[src/rtl/tag_req_gen.sv]
// -----------------------------------------------------------------------------
// tag_req_gen
// Turns block commands into tag requests toward a tag allocator. Each accepted
// command raises tag_req until the allocator grants a tag. The grant is
// reported one cycle later on issued_*. A command flagged "last" closes the
// block: the block waits for the allocator to drain all tags, then pulses
// block_done for one cycle.
//
// Ports
//   clk, reset            clock, synchronous active-high reset
//   cmd_valid/cmd_ready   command handshake (ready only while IDLE)
//   cmd_reuse, cmd_bias_prev_sw, cmd_ddr_pe_sw, cmd_last   command fields
//   tag_req               request to the allocator (held until granted)
//   tag_reuse, tag_bias_prev_sw, tag_ddr_pe_sw             request qualifiers
//   tag_ready, tag        allocator grant and granted tag
//   tag_done              allocator reports all tags free
//   block_done            one-cycle end-of-block pulse
//   issued_valid/_tag/_reuse   one-cycle grant report; tag/reuse hold
//   issue_count           saturating count of grants in the current block
//   busy                  FSM is not IDLE
// -----------------------------------------------------------------------------
module tag_req_gen #(
    parameter int TAG_W = 1,
    parameter int CNT_W = 8
) (
    input  logic             clk,
    input  logic             reset,
    input  logic             cmd_valid,
    output logic             cmd_ready,
    input  logic             cmd_reuse,
    input  logic             cmd_bias_prev_sw,
    input  logic             cmd_ddr_pe_sw,
    input  logic             cmd_last,
    output logic             tag_req,
    output logic             tag_reuse,
    output logic             tag_bias_prev_sw,
    output logic             tag_ddr_pe_sw,
    input  logic             tag_ready,
    input  logic [TAG_W-1:0] tag,
    input  logic             tag_done,
    output logic             block_done,
    output logic             issued_valid,
    output logic [TAG_W-1:0] issued_tag,
    output logic             issued_reuse,
    output logic [CNT_W-1:0] issue_count,
    output logic             busy
);

    typedef enum logic [1:0] {
        S_IDLE  = 2'd0,
        S_REQ   = 2'd1,
        S_DRAIN = 2'd2,
        S_DONE  = 2'd3
    } state_t;

    state_t             r_state;
    state_t             w_next;
    logic               w_accept;
    logic               w_grant;

    logic               r_reuse;
    logic               r_bias;
    logic               r_ddr;
    logic               r_last;
    logic               r_have_prev;
    logic               r_issued_valid;
    logic [TAG_W-1:0]   r_issued_tag;
    logic               r_issued_reuse;
    logic [CNT_W-1:0]   r_count;

    assign w_accept = cmd_valid && cmd_ready;
    assign w_grant  = (r_state == S_REQ) && tag_ready;

    always_comb begin
        w_next           = r_state;
        cmd_ready        = 1'b0;
        tag_req          = 1'b0;
        tag_reuse        = 1'b0;
        tag_bias_prev_sw = 1'b0;
        tag_ddr_pe_sw    = 1'b0;
        block_done       = 1'b0;
        case (r_state)
            S_IDLE: begin
                cmd_ready = !reset;
                if (w_accept) w_next = S_REQ;
            end
            S_REQ: begin
                tag_req          = 1'b1;
                tag_reuse        = r_reuse;
                tag_bias_prev_sw = r_bias;
                tag_ddr_pe_sw    = r_ddr;
                if (tag_ready) w_next = r_last ? S_DRAIN : S_IDLE;
            end
            S_DRAIN: begin
                if (tag_done) w_next = S_DONE;
            end
            S_DONE: begin
                block_done = 1'b1;
                w_next     = S_IDLE;
            end
            default: w_next = S_IDLE;
        endcase
    end

    always_ff @(posedge clk) begin
        if (reset) r_state <= S_IDLE;
        else       r_state <= w_next;
    end

    always_ff @(posedge clk) begin
        if (reset) begin
            r_reuse        <= 1'b0;
            r_bias         <= 1'b0;
            r_ddr          <= 1'b0;
            r_last         <= 1'b0;
            r_have_prev    <= 1'b0;
            r_issued_valid <= 1'b0;
            r_issued_tag   <= '0;
            r_issued_reuse <= 1'b0;
            r_count        <= '0;
        end else begin
            r_issued_valid <= w_grant;
            if (w_accept) begin
                // Nothing to reuse yet in a fresh block: force reuse off.
                r_reuse <= cmd_reuse && r_have_prev;
                r_bias  <= cmd_bias_prev_sw;
                r_ddr   <= cmd_ddr_pe_sw;
                r_last  <= cmd_last;
            end
            if (w_grant) begin
                r_issued_tag   <= tag;
                r_issued_reuse <= r_reuse;
            end
            // DONE never coincides with a grant, so the two updates are exclusive.
            if (r_state == S_DONE) begin
                r_have_prev <= 1'b0;
                r_count     <= '0;
            end else if (w_grant) begin
                r_have_prev <= 1'b1;
                if (r_count != {CNT_W{1'b1}}) r_count <= r_count + 1'b1;
            end
        end
    end

    assign issued_valid = r_issued_valid;
    assign issued_tag   = r_issued_tag;
    assign issued_reuse = r_issued_reuse;
    assign issue_count  = r_count;
    assign busy         = (r_state != S_IDLE);

endmodule

[config.mk]
export PLATFORM = sky130hd
export DESIGN_NAME = tag_req_gen
export DESIGN_NICKNAME = d
export VERILOG_FILES = /design/src/rtl/tag_req_gen.sv
export SDC_FILE = /design/constraint.sdc
export NUM_CORES = 1
export LEC_CHECK = 0
export ABC_AREA = 1
export CAP_MARGIN = 20
export CORE_ASPECT_RATIO = 0.9
export CORE_MARGIN = 2
export CORE_UTILIZATION = 44
export CTS_CLUSTER_DIAMETER = 80
export DETAILED_ROUTE_END_ITERATION = 10
export PLACE_DENSITY_LB_ADDON = 0.15
export SLEW_MARGIN = 15
export SYNTH_ARGS = -nofsm -noshare
export SYNTH_HDL_FRONTEND = slang
export SYNTH_SLANG_ARGS = --single-unit
[constraint.sdc]
create_clock -name clk -period 1.4 [get_ports clk]
set_input_delay 0.21 -clock clk [delete_from_list [all_inputs] [get_ports clk]]
set_output_delay 0.21 -clock clk [all_outputs]
set_load 0.03 [all_outputs]
# == Word-level counts from Yosys, hierarchy flattened ==
# Cells that the tools add are included.
# classes
n_addsub,1
eq_ne,7
n_mux,11
reduce_logical,9
# ops
op,n
adder 8 x 1 -> 8 bit (second input constant),1
2-to-1 mux 2 bit,4
inequality test 8 bit (second input constant),1
case mux 2 bit (4 select lines),1
2-to-1 mux 1 bit,6
inequality test 2 bit (second input constant),3
equality test 2 bit (second input constant),2
logical AND 1 bit,3
AND reduction 3 bit,1
equality test 2 x 1 -> 1 bit (second input constant),1
logical NOT 2 bit,1
AND reduction 2 bit,1
nonzero test 2 bit,1
OR reduction 2 bit,1
logical NOT 1 bit,1
# word_totals
register_bits,18
in_bits,10
output_inout_bits,18
wordCells,38

# == Longest topological paths before layout ==
# Gate-level depths: netlist (run 1).
# depth
depth_word,5
depth_mapped,8
depth_no_buf,8

# == Least setup slack after synthesis (run 1) ==
# Ideal clock, no wire load.
# synth_timing
kind,register to register
start,"reg r_count[1], in the netlist issue_count[1]"
end,"reg r_count[1], in the netlist issue_count[1]"
setup_time_ns,0.114
arrival_ns,1.324
required_time_ns,1.286
slack_ns,-0.038
path_stages_with_launch,9
n_path_buf,0
period_less_slack_ns,1.438
cell_sequence,dfxtp_1 ha_1 inv_1 nor2_4 nand2_2 nand2_4 inv_4 nor2_1 nor2_1
# synth_via
elab_chain_cells,2
word_cells_on_any_way,3
cone_classes,add/sub: 1; eq/ne: 1; reduce/logical: 1
# synth_lines
item,line_no,rtl
start: declaration,69,logic [CNT_W-1:0] r_count;
start signal: assignment,140,if (r_count != {CNT_W{1'b1}}) r_count <= r_count + 1'b1;
"parallel branches: the longest is 2 deep, another holds adder 8 x 1 -> 8 bit",-,
# Parallel ways; which one is timed is not known.
# A chain may end at the register's enable or synchronous reset.

==> results_dict.tcl, run 1 <==
set metrics [dict create \
    worstPathArrival_ns 1.09 \
    yosysWarnings 0 \
    overflow 0 \
    ys_seq_area_share_pct 41.4 \
    clk_latency_ns 0.29 \
    power_density_mw_per_mm2 870 \
    synth_cells 121 \
    grt_start_max_net_pins 11 \
    antennaDiodeCount 0 \
    synth_cell_types 21 \
    portBuffers 27 \
    slew_viol_final 0 \
    hold_depth 3 \
    num_vias 857 \
    critPathLaunchType "register" \
    power_frac_clock_pct 29.2 \
    track_usage_pct 17.1 \
    finalNetCount 173 \
    slew_headroom_pct 78.7 \
    fin_ws_ns 0.102 \
    cts_setup_buffers 0 \
    cp_max_fo 5 \
    fp.dieH_um 46.2 \
    p_comb_share_pct 19.7 \
    p_sw_mw 0.308 \
    worst-slew-pin-transition_ns 0.320 \
    place_congestion 0.810 \
    clockRootBuffer "clkbuf_4" \
    intPower_mw 0.779 \
    skew_ns 0.00484 \
    initial_core_util_pct 45.9 \
    period_share_pct 92.7 \
    p_total_mw 1.09 \
    clockBufferDepth 2 \
    synth_nets 132 \
    cts_max_level 1 \
    rows 15 \
    die_w_um 50.9 \
    cts_hold_buf 0 \
    r2r.worst_path.cells 8 \
    numCtsBuffers 3 \
    period_needed_ns 1.30 \
    grt_pass1_wl_um 2950 \
    reg2reg_setup_slack_ns 0.15 \
    hp-class "input port to register" \
    fin_tns_setup_ns 0 \
    syn_area_per_cell_um2 7.19 \
    clock_sinks 18 \
    worst_setup_path_end_kind "output pin" \
    required_ns 1.19 \
    hold_viol 0 \
    vias_per_cell 4.61 \
    outcome "completed" \
    setup_viol 0 \
    io_pins 28 \
    dieArea_mm2 0.00235 \
    path_clk_slew_ns 0.10 \
    cts_tree "yes" \
    fmax_mhz 770 \
    core_mm2 0.00190 \
    drive_above_1_share_pct 23.6 \
    grt_pass1_vias 696 \
    maxCapViolations 0 \
    rsz0062_at_grt "no" \
    wl_per_cell_um 10.1 \
    dp_hpwl_um 1530 \
    peakVddDrop_v 0.000985 \
    first_iter_violations 14 \
    ys_ff_latch 18 \
    wl_um 1880 \
    sequentialPowerShare_pct 51.1 \
    switching_share_pct 28.3 \
    antenna_found_initial 0 \
    drcViolationCount 0 \
    ant_nets 0 \
    syn-cell-area_um2 870 \
    drt-pass1-iter-count 4 \
    whs_ns 0.470 \
    worstSetupPathType "register to output pin" \
    synthToLayoutAreaGrowth_pct 43.6 \
    place_ws_ns -0.0366 \
    p_leak_nw 0.583 \
]
## timing repair
action,CTS,global route
pin swaps,0,0
gates cloned,0,0
resized for setup,11,2
setup endpoints to repair,11,4
## worst max-delay path, cell delays in order (launching register included)
cell	delay, ns
dfxtp_2	0.35
inv_2	0.09
nand2_4	0.09
nor2_1	0.10
buf_4	0.17
## power groups by stage
stage               Clock, mW  Sequential [mW]  Combinational, mW
CTS                     0.330            0.554              0.216
floorplan                   0            0.581              0.115
detailed placement          0            0.566              0.220
finish                  0.318            0.555              0.214
global placement            0            0.565              0.219
global route            0.362            0.559              0.231
## sequential cells by signal (all words and copies together), names as in the netlist, named ones only
signal / count
issued_reuse: 1
issue_count: 8
r_state: 1
r_last: 1
r_ddr: 1
issued_valid: 1
r_have_prev: 1
r_reuse: 1
issued_tag: 1
r_bias: 1
## layer usage
layer	vias to the layer above	global-route usage (%)	wire [um]
met5	-	0	0
met2	20	26.1	833
met4	0	4.86	12
met3	2	4.87	78
li1	464	-	-
met1	371	23.7	956
## Yosys cell counts
cell type / number / area, um^2
o21ai_0: 4 / 20.0
nand3_1: 9 / 45.0
xor2_1: 2 / 17.5
dfxtp_1: 18 / 360
nor2_8: 1 / 20.0
inv_2: 3 / 11.3
nor2_4: 1 / 11.3
a21oi_1: 12 / 60.1
inv_1: 14 / 52.6
nor2_2: 2 / 12.5
xnor2_1: 1 / 8.76
nor2_1: 14 / 52.6
nand2_4: 2 / 22.5
ha_1: 1 / 12.5
nand4_1: 1 / 6.26
inv_4: 1 / 6.26
o31ai_1: 1 / 7.51
nand2_1: 28 / 105
o21ai_1: 1 / 5.00
nand2_2: 4 / 25.0
o21a_1: 1 / 7.51
## logic make-up after synthesis
logic type                 share of synthesized area [%]
and+or+nand+nor                                     34.5
AOI/OAI and AO/OA                                   11.5
buffers and inverters                               8.06
DFF                                                 41.4
xor gates and xnor gates                            3.02
adders and majority gates                           1.44
## worst paths after layout
kind,end,from
min reg2reg,r_bias,r_bias
min,r_last,cmd_last
max,tag_ddr_pe_sw,register
max reg2reg,issue_count[4],issue_count[0]
## stage by stage
step | cells | utilization, % | cell area, um^2
after floorplan | 121 | - | 872
after global placement | 182 | 64.6 | 1220
after detailed placement | 182 | 64.6 | 1220
after CTS | 186 | 65.7 | 1250
after global routing | 186 | 65.9 | 1250
final | 186 | 65.9 | 1250
## placed cells by master, fill, tap and decap left out, drive strengths merged
cell type	netlist	final
o21ai	5	5
xor2	2	2
inv	18	18
nor2	18	18
buf	0	16
nand2	34	34
clkbuf	0	4
ha	1	1
dfxtp	18	18
xnor2	1	1
nand4	1	1
o31ai	1	1
clkdlybuf4s50	0	9
o21a	1	1
nand3	9	9
a21oi	12	12
dlygate4sd2	0	11
## cell type report
| cell class | instances | area (um^2) |
|---|---|---|
| clock buffers | 4 | 36.3 |
| fillers | 175 | 647 |
| inverters | 18 | 70.1 |
| repair buffers | 36 | 307 |
| multi-input cells | 85 | 439 |
| well taps | 25 | 31.3 |
| flip-flops and latches | 18 | 365 |
Note: power is estimated with default switching activity, not from simulation.
==> run 2: changes to the inputs <==
==> constraint.sdc (replaced) <==
create_clock -name clk -period 1.4 [get_ports clk]
set_input_delay 0.28 -clock clk [delete_from_list [all_inputs] [get_ports clk]]
set_output_delay 0.28 -clock clk [all_outputs]
set_load 0.03 [all_outputs]
==> results_dict.tcl, run 2 (synthesized netlist as in run 1, its figures left out) <==
set metrics [dict create \
    drcViolationCount 0 \
    clock_sinks 18 \
    cts_tree "yes" \
    wl_per_cell_um 11.3 \
    path_cells "inv_4 -> nand2_4 -> nor2_1 -> buf_4" \
    drt-pass1-iter-count 4 \
    io_pins 28 \
    antennaDiodeCount 0 \
    portBuffers 27 \
    wl_um 2090 \
    ff_latch_area_um2 365 \
    numCtsBuffers 3 \
    cts_max_level 1 \
    worstSetupPathType "register to output pin" \
    grt_start_max_net_pins 11 \
    cpPeakStageDelay_ns 0.36 \
    final_cell_mix "nand2_1, buf_4, dfxtp_1" \
    finalNetCount 173 \
    power_density_mw_per_mm2 885 \
    setup_viol 0 \
    initial_core_util_pct 45.9 \
    critPathLaunchType "register" \
    period_share_pct 98.5 \
    fin_ws_ns 0.0209 \
    largest_register_ffs 8 \
    clk_latency_ns 0.31 \
    track_usage_pct 18.7 \
    highest_layer "met4" \
    clockBufferDepth 2 \
    fmax_mhz 725 \
    grt_pass1_vias 747 \
    dp_hpwl_um 1560 \
    synthToLayoutAreaGrowth_pct 46.2 \
    overflow 0 \
    num_vias 892 \
    fp.dieH_um 46.2 \
    hp-class "register to register" \
    hold_viol 0 \
    worst-slew-pin-transition_ns 0.323 \
    rows 15 \
    p_leak_nw 0.574 \
    slew_headroom_pct 78.6 \
    grt_pass1_wl_um 3170 \
    clockRootBuffer "clkbuf_4" \
    wl_met1_um 975 \
    maxCapViolations 0 \
    crit_family "flip-flops" \
    outcome "completed" \
    drive_above_1_share_pct 26.1 \
    core_mm2 0.00190 \
    rsz0062_at_grt "yes" \
    peakVddDrop_v 0.000652 \
    period_needed_ns 1.38 \
    cts_hold_buf 0 \
    met2_length_um 979 \
    first_iter_violations 11 \
    slowest_stage "dfxtp_2" \
    worstPathBufferInverterCount 2 \
    die_w_um 50.9 \
    dr_wl_met3_um 98 \
    multi_input_area_um2 452 \
    place_congestion 0.846 \
    worst_setup_path_end_kind "output pin" \
    fin_tns_setup_ns 0 \
    required_ns 1.12 \
    worstPathArrival_ns 1.10 \
    ant_nets 0 \
    skew_ns 0.00994 \
    place_ws_ns -0.0829 \
    cp_max_fo 5 \
    path_clk_slew_ns 0.11 \
    dieArea_mm2 0.00235 \
    slew_viol_final 0 \
    antenna_found_initial 0 \
    vias_per_cell 4.80 \
    fillCellCount 172 \
    final_common_cell "nand2_1" \
]
==> run 2: tightest hold or removal path, delay by kind of cell, from the launching register on <==
kind                   cells  cell delay, ns
DFF                        1            0.32
AOI/OAI and AO/OA          1            0.05
buffers and inverters      1            0.06
==> run 2: per-layer routing <==
metal  global-route usage [%]  vias to the layer above
li1                         -                      463
met1                     23.4                      402
met2                     29.5                       23
met3                     5.84                        4
met4                     9.73                        0
met5                        0                        -
==> run 2: cell type report <==
type	instances	area share, %
Multi-Input combinational cell	85	35.5
Sequential cell	18	28.7
Timing Repair Buffer	36	24.7
Inverter	18	5.71
Clock buffer	4	2.85
Tap cell	25	2.46
==> run 2: what timing repair did <==
action                                  4_1_cts  5_1_grt
gates resized for setup                      12        8
setup buffers                                 0        2
endpoints found under the setup margin       14        7
pin swaps                                     0        2
==> run 2: where the power goes <==
part | total, mW | switching (mW) | internal, mW
combinational | 0.240 | 0.143 | 0.0971
clock | 0.330 | 0.171 | 0.159
sequential | 0.555 | 0.0187 | 0.537
total | 1.13 | 0.332 | 0.793
==> run 2: stage by stage <==
step           instances  power (mW)  util, %  cell area, um^2  hold slack [ns]
2_1_floorplan        121       0.696        -              872            0.349
3_3_place_gp         180       0.784     63.5             1200            0.438
3_5_place_dp         180       0.789     63.5             1200            0.444
4_1_cts              184        1.11     65.1             1230            0.460
5_1_grt              186        1.17     67.1             1270            0.495
6_report             186        1.13     67.1             1270            0.459
==> run 2: worst paths after layout <==
path                        from             end  slack [ns]  depth (start not counted)
setup reg to reg  issue_count[0]  issue_count[1]        0.12                          8
hold reg to reg           r_bias          r_bias        0.46                          2
setup / recovery        register       tag_reuse        0.02                          4
hold / removal            r_bias          r_bias        0.46                          2
